**src/rtl/key_pkg.sv**
```systemverilog
// Shared definitions for the push-button conditioner: FSM state encoding,
// 50 MHz default timing constants and the counter-width helper.
package key_pkg;

    typedef enum logic [1:0] {
        IDLE      = 2'b00,
        ARMING    = 2'b01,
        HELD      = 2'b10,
        RELEASING = 2'b11
    } key_state_e;

    localparam int DEF_DEBOUNCE_CYC  = 500000;
    localparam int DEF_REPEAT_DELAY  = 25000000;
    localparam int DEF_REPEAT_PERIOD = 5000000;

    // Bits needed to hold (largest timing parameter - 1).
    function automatic int cnt_width(input int a, input int b, input int c);
        int m;
        m = a;
        m = (b > m) ? b : m;
        m = (c > m) ? c : m;
        return (m < 2) ? 1 : $clog2(m);
    endfunction

endpackage

```
**src/rtl/key_channel.sv**
```systemverilog
// One key: 2-flop synchronizer, debounce FSM and counter, raw pulse and level.
// KEY_AUTO_REPEAT_EN adds a hold-to-repeat timer.
module key_channel
    import key_pkg::*;
#(
    parameter int DEBOUNCE_CYC  = DEF_DEBOUNCE_CYC,
    parameter int REPEAT_DELAY  = DEF_REPEAT_DELAY,
    parameter int REPEAT_PERIOD = DEF_REPEAT_PERIOD
) (
    input  logic iCLK,
    input  logic iRESETn,
    input  logic key_n,
    output logic pulse_s,
    output logic lvl_s
);

    localparam int CW = cnt_width(DEBOUNCE_CYC, REPEAT_DELAY, REPEAT_PERIOD);
    localparam logic [CW-1:0] CNT_ZERO = {CW{1'b0}};
    localparam logic [CW-1:0] CNT_ONE  = CW'(1);
    // Compare against the pre-increment value so DEBOUNCE_CYC samples qualify.
    localparam logic [CW-1:0] ARM_LAST = CW'(DEBOUNCE_CYC - 2);

    logic          sync1_r, sync2_r;
    logic          key_s;
    key_state_e    state_r, state_nxt_s;
    logic [CW-1:0] cnt_r, cnt_nxt_s;
    logic          qual_s, rel_done_s, rpt_fire_s;

    // Two-flop synchronizer, reset to the released level
    always_ff @(posedge iCLK or negedge iRESETn) begin
        if (!iRESETn) begin
            sync1_r <= 1'b1;
            sync2_r <= 1'b1;
        end else begin
            sync1_r <= key_n;
            sync2_r <= sync1_r;
        end
    end

    assign key_s = ~sync2_r;

    // FSM state and debounce counter registers
    always_ff @(posedge iCLK or negedge iRESETn) begin
        if (!iRESETn) begin
            state_r <= IDLE;
            cnt_r   <= CNT_ZERO;
        end else begin
            state_r <= state_nxt_s;
            cnt_r   <= cnt_nxt_s;
        end
    end

    // Next-state and counter update
    always_comb begin
        state_nxt_s = state_r;
        cnt_nxt_s   = cnt_r;
        case (state_r)
            IDLE: begin
                cnt_nxt_s = CNT_ZERO;
                if (key_s) state_nxt_s = ARMING;
                else       state_nxt_s = IDLE;
            end
            ARMING: begin
                if (!key_s) begin
                    state_nxt_s = IDLE;
                    cnt_nxt_s   = CNT_ZERO;
                end else if (cnt_r == ARM_LAST) begin
                    state_nxt_s = HELD;
                    cnt_nxt_s   = CNT_ZERO;
                end else begin
                    cnt_nxt_s   = cnt_r + CNT_ONE;
                end
            end
            HELD: begin
                cnt_nxt_s = CNT_ZERO;
                if (!key_s) state_nxt_s = RELEASING;
                else        state_nxt_s = HELD;
            end
            RELEASING: begin
                if (key_s) begin
                    state_nxt_s = HELD;
                    cnt_nxt_s   = CNT_ZERO;
                end else if (cnt_r == ARM_LAST) begin
                    state_nxt_s = IDLE;
                    cnt_nxt_s   = CNT_ZERO;
                end else begin
                    cnt_nxt_s   = cnt_r + CNT_ONE;
                end
            end
            default: begin
                state_nxt_s = IDLE;
                cnt_nxt_s   = CNT_ZERO;
            end
        endcase
    end

    // Outputs: level follows the next state so it lines up with the registered pulse
    always_comb begin
        qual_s     = (state_r == ARMING) && key_s && (cnt_r == ARM_LAST);
        rel_done_s = (state_r == RELEASING) && !key_s && (cnt_r == ARM_LAST);
        case (state_nxt_s)
            HELD, RELEASING: lvl_s = 1'b1;
            default:         lvl_s = 1'b0;
        endcase
        pulse_s = qual_s | rpt_fire_s;
    end

`ifdef KEY_AUTO_REPEAT_EN
    localparam logic [CW-1:0] RPT_DLY_LAST = CW'(REPEAT_DELAY - 1);
    localparam logic [CW-1:0] RPT_PER_LAST = CW'(REPEAT_PERIOD - 1);

    logic [CW-1:0] rpt_r;
    logic          rpt_first_r, rpt_run_s, rpt_hit_s;

    // Repeat decode; no repeat once the release has qualified
    always_comb begin
        rpt_run_s = (state_r == HELD) || (state_r == RELEASING);
        if (rpt_first_r) rpt_hit_s = (rpt_r == RPT_DLY_LAST);
        else             rpt_hit_s = (rpt_r == RPT_PER_LAST);
        rpt_fire_s = rpt_run_s && rpt_hit_s && !rel_done_s;
    end

    // Repeat timer: idle outside HELD/RELEASING, reloads after every repeat
    always_ff @(posedge iCLK or negedge iRESETn) begin
        if (!iRESETn) begin
            rpt_r       <= CNT_ZERO;
            rpt_first_r <= 1'b1;
        end else if (!rpt_run_s) begin
            rpt_r       <= CNT_ZERO;
            rpt_first_r <= 1'b1;
        end else if (rpt_hit_s) begin
            rpt_r       <= CNT_ZERO;
            rpt_first_r <= 1'b0;
        end else begin
            rpt_r       <= rpt_r + CNT_ONE;
        end
    end
`else
    assign rpt_fire_s = 1'b0;
`endif

endmodule

```
**src/rtl/key_debounce.sv**
```systemverilog
// Debounced up/down step pulses and levels for the LED counter; up wins ties.
// Define KEY_AUTO_REPEAT_EN to enable hold-to-repeat in both channels.
module key_debounce
    import key_pkg::*;
#(
    parameter int DEBOUNCE_CYC  = DEF_DEBOUNCE_CYC,
    parameter int REPEAT_DELAY  = DEF_REPEAT_DELAY,
    parameter int REPEAT_PERIOD = DEF_REPEAT_PERIOD
) (
    input  logic iCLK,
    input  logic iRESETn,
    input  logic iUP,
    input  logic iDOWN,
    output logic oUP,
    output logic oDOWN,
    output logic oUP_LVL,
    output logic oDOWN_LVL
);

    logic up_pulse_s, up_lvl_s, dn_pulse_s, dn_lvl_s;
    logic up_r, dn_r, up_lvl_r, dn_lvl_r;

    key_channel #(
        .DEBOUNCE_CYC (DEBOUNCE_CYC),
        .REPEAT_DELAY (REPEAT_DELAY),
        .REPEAT_PERIOD(REPEAT_PERIOD)
    ) u_up (
        .iCLK   (iCLK),
        .iRESETn(iRESETn),
        .key_n  (iUP),
        .pulse_s(up_pulse_s),
        .lvl_s  (up_lvl_s)
    );

    key_channel #(
        .DEBOUNCE_CYC (DEBOUNCE_CYC),
        .REPEAT_DELAY (REPEAT_DELAY),
        .REPEAT_PERIOD(REPEAT_PERIOD)
    ) u_down (
        .iCLK   (iCLK),
        .iRESETn(iRESETn),
        .key_n  (iDOWN),
        .pulse_s(dn_pulse_s),
        .lvl_s  (dn_lvl_s)
    );

    // Output registers; a coincident down pulse is dropped in favour of up
    always_ff @(posedge iCLK or negedge iRESETn) begin
        if (!iRESETn) begin
            up_r     <= 1'b0;
            dn_r     <= 1'b0;
            up_lvl_r <= 1'b0;
            dn_lvl_r <= 1'b0;
        end else begin
            up_r     <= up_pulse_s;
            dn_r     <= dn_pulse_s & ~up_pulse_s;
            up_lvl_r <= up_lvl_s;
            dn_lvl_r <= dn_lvl_s;
        end
    end

    assign oUP       = up_r;
    assign oDOWN     = dn_r;
    assign oUP_LVL   = up_lvl_r;
    assign oDOWN_LVL = dn_lvl_r;

endmodule

```
**config.mk**
```make
export PLATFORM = sky130hd
export DESIGN_NAME = key_debounce
export DESIGN_NICKNAME = d
export VERILOG_FILES = /design/src/rtl/key_pkg.sv /design/src/rtl/key_channel.sv /design/src/rtl/key_debounce.sv
export SDC_FILE = /design/constraint.sdc
export NUM_CORES = 1
export LEC_CHECK = 0
export CAP_MARGIN = 20
export CORE_UTILIZATION = 30
export CTS_CLUSTER_DIAMETER = 100
export DETAILED_ROUTE_END_ITERATION = 8
export HOLD_SLACK_MARGIN = 0.03
export PLACE_DENSITY = 0.41
export SLEW_MARGIN = 20
export SYNTH_ARGS = -nofsm -noshare
export SYNTH_HDL_FRONTEND = slang
export SYNTH_SLANG_ARGS = --single-unit
```
**constraint.sdc**
```tcl
create_clock -name iCLK -period 4.93 [get_ports iCLK]
set_clock_uncertainty 0.05 [all_clocks]
set_input_delay 0.986 -clock iCLK [delete_from_list [all_inputs] [get_ports iCLK]]
set_output_delay 0.986 -clock iCLK [all_outputs]
set_load 0.005 [all_outputs]
```
==> results of run 1 <==
## through the flow
stage | instances | hold WS, ps | power (mW) | instance area, µm² | util
2_1_floorplan | 304 | 295 | 0.539 | 3080 | -
3_3_place_gp | 436 | 300 | 0.555 | 3270 | 0.331
3_5_place_dp | 436 | 297 | 0.555 | 3270 | 0.331
4_1_cts | 452 | 310 | 1.04 | 3480 | 0.352
5_1_grt | 453 | 312 | 1.06 | 3490 | 0.354
6_report | 453 | 307 | 1.01 | 3490 | 0.354
## flip-flops by register name, indices dropped and copies added, names as in the netlist
signal / flops
oDOWN: 1
oUP_LVL: 1
u_down.cnt_r: 25
u_up.sync2_r: 1
u_down.sync1_r: 1
u_up.state_r: 2
u_down.state_r: 2
oUP: 1
u_down.sync2_r: 1
u_up.sync1_r: 1
u_up.cnt_r: 25
oDOWN_LVL: 1
## area by class of cell
class | instances | area [µm²]
timing repair buffer | 9 | 87.6
inverter | 10 | 37.5
multi-input combinational | 223 | 1430
clock inverter | 5 | 57.6
tap | 133 | 166
fill | 998 | 6370
clock buffer | 11 | 151
sequential | 62 | 1560
## layer usage
metal,GRT usage,share of wire,vias up
li1,-,-,1121
met1,0.204,0.53,1092
met2,0.203,0.42,33
met3,0.0383,0.030,8
met4,0.0585,0.016,0
met5,0,0,-
## power groups by stage
stage / combinational [mW] / sequential (mW) / clock, mW
2_1_floorplan: 0.0127 / 0.526 / 0
3_3_place_gp: 0.0280 / 0.527 / 0
3_5_place_dp: 0.0278 / 0.527 / 0
4_1_cts: 0.0279 / 0.517 / 0.493
5_1_grt: 0.0324 / 0.518 / 0.510
6_report: 0.0277 / 0.518 / 0.469
## worst max-delay path, stage by stage (launching register included)
cell and delay (ps):
dfrtp_1 440, or4_1 560, nor4_2 250, a21o_1 730, nor2_1 120
## path summary, 6_finish.rpt
check,startpoint,to,slack [ps],depth (start not counted)
hold reg to reg,u_up.sync1_r,u_up.sync2_r,310,0
setup / recovery,u_down.cnt_r[12],u_down.cnt_r[2],2630,4
min in group asynchronous,iRESETn,u_up.cnt_r[21],640,1
max in group asynchronous,iRESETn,u_down.sync2_r,3230,2
hold / removal,u_up.sync1_r,u_up.sync2_r,310,0
setup reg to reg,u_down.cnt_r[12],u_down.cnt_r[2],2630,4
## placed cells by master (no fill, tap or decap), drive strengths merged, types with 10 or more instances in the layout
master,n
o21ai,16
a21oi,20
nor2,34
dfrtp,58
nand3,16
xnor2,14
nand4,20
clkbuf,11
xor2,14
inv,10
nand2,15
or3,16
## kinds of logic (layout without fill, tap and decap cells)
logic type               count (synthesis)  after routing
AND/OR/NAND/NOR                        144            144
multiplexers                             4              4
flip-flops                              62             62
buffers and inverters                   19             35
AO/OA/AOI/OAI                           43             43
XOR/XNOR                                28             28
adder cells (fa/ha/maj)                  4              4
==> metrics.yaml, run 1 <==
hold_buffers: 0
wirelength_um: 6690
fin_nets: 323
setup_slack_ps: 2630
grtUsageTotal: 0.143
cts_buffers: 9
power_density_mw_per_mm2: 290
yosysUniqueCellTypes: 41
clock_sinks: 62
tightest_slew_ps: 844
dp_hpwl_um: 4430
crit_required_ps: 5070
grt_pass1_wl_um: 11400
power.internal_mw: 0.781
synthTopCellsByArea: "dfrtp_1 (47%), nor2_1 (4.1%), xnor2_1 (4.0%), xor2_1 (4.0%), nand4_1 (3.7%)"
vias_per_cell: 4.98
setup_viol: 0
drive_above_1_share: 0.100
ys_seq_area_frac: 0.505
cts_tree: "built"
die_h_um: 103
clkLatencyLatePin_ps: 340
cts_max_path_buffers: 2
post-cts-setup-buffer-count: 0
dp_slack_ps: 2480
synthSimpleGateAreaFrac: 0.273
synth_xor_area_frac: 0.0795
cts_root_buf: "clkbuf_8"
outcome: "finished clean"
fp-row-count: 36
gp_congestion: 0.732
io_buffers: 7
synth_top_cell_by_area: "dfrtp_1"
muxShareOfSynthArea: 0.0130
synth_compound_area_frac: 0.0828
ctsResizeCount: 0
grt-ovfl-total: 0
path_clk_slew_ps: 70
dr.pass1.iters: 4
final.setup.tns_ps: 0
drv_cap: 0
antenna_found_initial: 0
comb_power_share: 0.027
sw_frac_of_total: 0.230
hold_viol_final: 0
area_growth_pct: 13.2
p_leak_nw: 1.31
grt_pass1_vias: 2193
rsz0062_at_grt: "no"
async_reset_ff_frac: 1.00
worstSetupStartpointType: "flip-flop"
synth_top_family_by_area: "simple AND/OR/NAND/NOR gates"
postSynthCellCount: 304
drc_errors: 0
synthAdderAreaFrac: 0.0162
synthFlopType: "dfrtp_1"
report.final.slew_viol_count: 0
crit_type: "flip-flop to flip-flop"
htreeDepth: 3
syn_nets: 312
die_area_mm2: 0.0107
pwr-share-seq: 0.510
synth.most_common_cell: "dfrtp_1"
die_x_um: 103
wl_per_cell_um: 14.8
power_frac_clock: 0.462
ir_drop_mv: 0.164
period_share: 0.466
min_path_type: "flip-flop to flip-flop"
yosys_register_bits: 62
yosys-top-cells-count: "dfrtp_1 (58), nor2_1 (34), a21oi_1 (20)"
switching_power_mw: 0.233
synth_top_area_share: 0.471
maxSlewHeadroom: 0.437
diodes: 0
synth_edf_count: 0
yosysWarnings: 0
ios: 8
coreArea_mm2: 0.00986
drtIter0Drc: 121
max_freq_mhz: 435
crit_fanout: 25
grt_max_degree: 35
post-route-min-period_ps: 2300
syn_area_per_cell_um2: 10.1
crit_arrival_ps: 2440
cp-end-kind: "flip-flop"
antenna_left: 0
start_util: 0.313
via_count: 2254
syn-cell-area_mm2: 0.00308
Power figures use the tool's default switching activity.
==> run 2, diff against run 1 <==
==> constraint.sdc (replaced) <==
create_clock -name iCLK -period 2.4 [get_ports iCLK]
set_clock_uncertainty 0.05 [all_clocks]
set_input_delay 0.48 -clock iCLK [delete_from_list [all_inputs] [get_ports iCLK]]
set_output_delay 0.48 -clock iCLK [all_outputs]
set_load 0.005 [all_outputs]
==> metrics.yaml, run 2 (synthesis gave the netlist of run 1 again) <==
drv_cap: 0  # unchanged
coreArea_mm2: 0.00986  # unchanged
place_area_mm2: 0.00333  # +2.1%
gp_congestion: 0.735  # +0.42%
hold_buffers: 0  # unchanged
slowest_delay_ps: 560  # -170 ps
timing.critical_path.cells: "or4_1 -> nor4_2 -> nand3_1 -> a2111oi_1"
final_common_cell: "dfrtp_1"
die_h_um: 103  # unchanged
clkLatencyLatePin_ps: 340  # about the same
area_growth_pct: 14.6
wl_met3_um: 196  # -1.0%
max_freq_mhz: 502  # +15%
setup_slack_ps: 407  # -2230 ps
post-cts-setup-buffer-count: 0  # unchanged
ctsResizeCount: 0  # unchanged
htreeDepth: 3  # unchanged
met1_length_um: 3420  # -3.6%
fin_nets: 326  # +0.93%
rsz0062_at_grt: "no"
cts_tree: "built"
via_count: 2312  # +2.6%
crit_required_ps: 2570  # -2500 ps
cpMaxStageDelayCell: "or4_1"
min_path_type: "input pin to asynchronous set/reset pin"
drive_above_1_share: 0.108  # +0.00836
crit_type: "flip-flop to flip-flop"
dp_hpwl_um: 4440  # +0.16%
drtIter0Drc: 74  # -39%
vias_per_cell: 5.07  # +1.9%
cts_max_path_buffers: 2  # unchanged
outcome: "finished clean"
crit_fanout: 6  # -76%
top_layer_used: "met4"
cts_root_buf: "clkbuf_8"
antenna_left: 0  # unchanged
die_x_um: 103  # unchanged
grtUsageTotal: 0.143  # about the same
io_buffers: 7  # unchanged
hold_viol_final: 0  # unchanged
grt_pass1_vias: 2284  # +4.1%
cts_buffers: 9  # unchanged
final_cell_area_mm2: 0.00353  # +1.2%
wirelength_um: 6620  # -1.0%
p_leak_nw: 1.34  # +2.3%
ios: 8  # unchanged
final_cell_mix: "dfrtp_1 (58), nor2_1 (34), a21oi_1 (20), nand4_1 (18)"
diodes: 0  # unchanged
grt_pass1_wl_um: 11500  # +1.1%
reg_top3: "u_down.cnt_r x25, u_up.cnt_r x25"
path_clk_slew_ps: 70  # about the same
grt_max_degree: 63  # +80%
wl_per_cell_um: 14.5  # -1.7%
period_share: 0.830  # +0.364
report.final.slew_viol_count: 0  # unchanged
worstSetupStartpointType: "flip-flop"
setup_viol: 0  # unchanged
die_area_mm2: 0.0107  # unchanged
maxSlewHeadroom: 0.711  # +0.273
cp-end-kind: "flip-flop"
power_density_mw_per_mm2: 579  # +100%
dp_slack_ps: 415  # -2070 ps
crit_arrival_ps: 2160  # -280 ps
final.setup.tns_ps: 0  # unchanged
clock_sinks: 62  # unchanged
post-route-min-period_ps: 1990  # -304 ps
fp-row-count: 36  # unchanged
start_util: 0.313  # unchanged
wl_met2_um: 2910  # +2.6%
antenna_found_initial: 0  # unchanged
tightest_slew_ps: 430  # -414 ps
drc_errors: 0  # unchanged
dr.pass1.iters: 4  # unchanged
grt-ovfl-total: 0  # unchanged
ir_drop_mv: 0.186  # +13%
## run 2: layout make-up
cell class,instances,area (µm²)
Clock buffer,10,138
Clock inverter,6,61.3
Fill cell,990,6330
Inverter,10,37.5
Multi-Input combinational cell,223,1430
Sequential cell,62,1560
Tap cell,133,166
Timing Repair Buffer,12,140
## run 2: per-stage QoR
stage                util  total power [mW]  cells  hold WS, ps
floorplan               -              1.11    304          134
global placement    0.338              1.15    440          299
detailed placement  0.338              1.15    440          298
CTS                 0.358              2.10    456          102
global route        0.358              2.14    456          115
finish              0.358              2.05    456         95.1
## run 2: worst max-delay path, delay by kind of cell, from the launching register on
kind	cells	cell delay [ps]
AO/OA/AOI/OAI	1	390
flip-flops	1	430
AND/OR/NAND/NOR	3	1010
## run 2: final timing paths
| path | start | to | slack, ps | cells after the start |
|---|---|---|---|---|
| setup / recovery | u_down.cnt_r[12] | oDOWN | 410 | 4 |
| hold / removal | iRESETn | u_up.cnt_r[18] | 100 | 2 |
| setup reg to reg | u_down.cnt_r[12] | oDOWN | 410 | 4 |
| hold reg to reg | u_down.sync1_r | u_down.sync2_r | 310 | 0 |
| max in group asynchronous | iRESETn | u_down.sync1_r | 1900 | 2 |
| min in group iCLK | u_down.sync1_r | u_down.sync2_r | 310 | 0 |
## run 2: metal layers
layer / GRT usage / vias to the layer above
li1: - / 1133
met1: 0.201 / 1144
met2: 0.209 / 25
met3: 0.0363 / 10
met4: 0.0553 / 0
met5: 0 / -
## run 2: where the power goes
group          switching [mW]  internal, mW  total, mW  leakage [nW]
clock                   0.416         0.504      0.920         0.102
sequential            0.00791          1.06       1.06         0.846
combinational          0.0432        0.0211     0.0643         0.395
total                   0.467          1.58       2.05          1.34
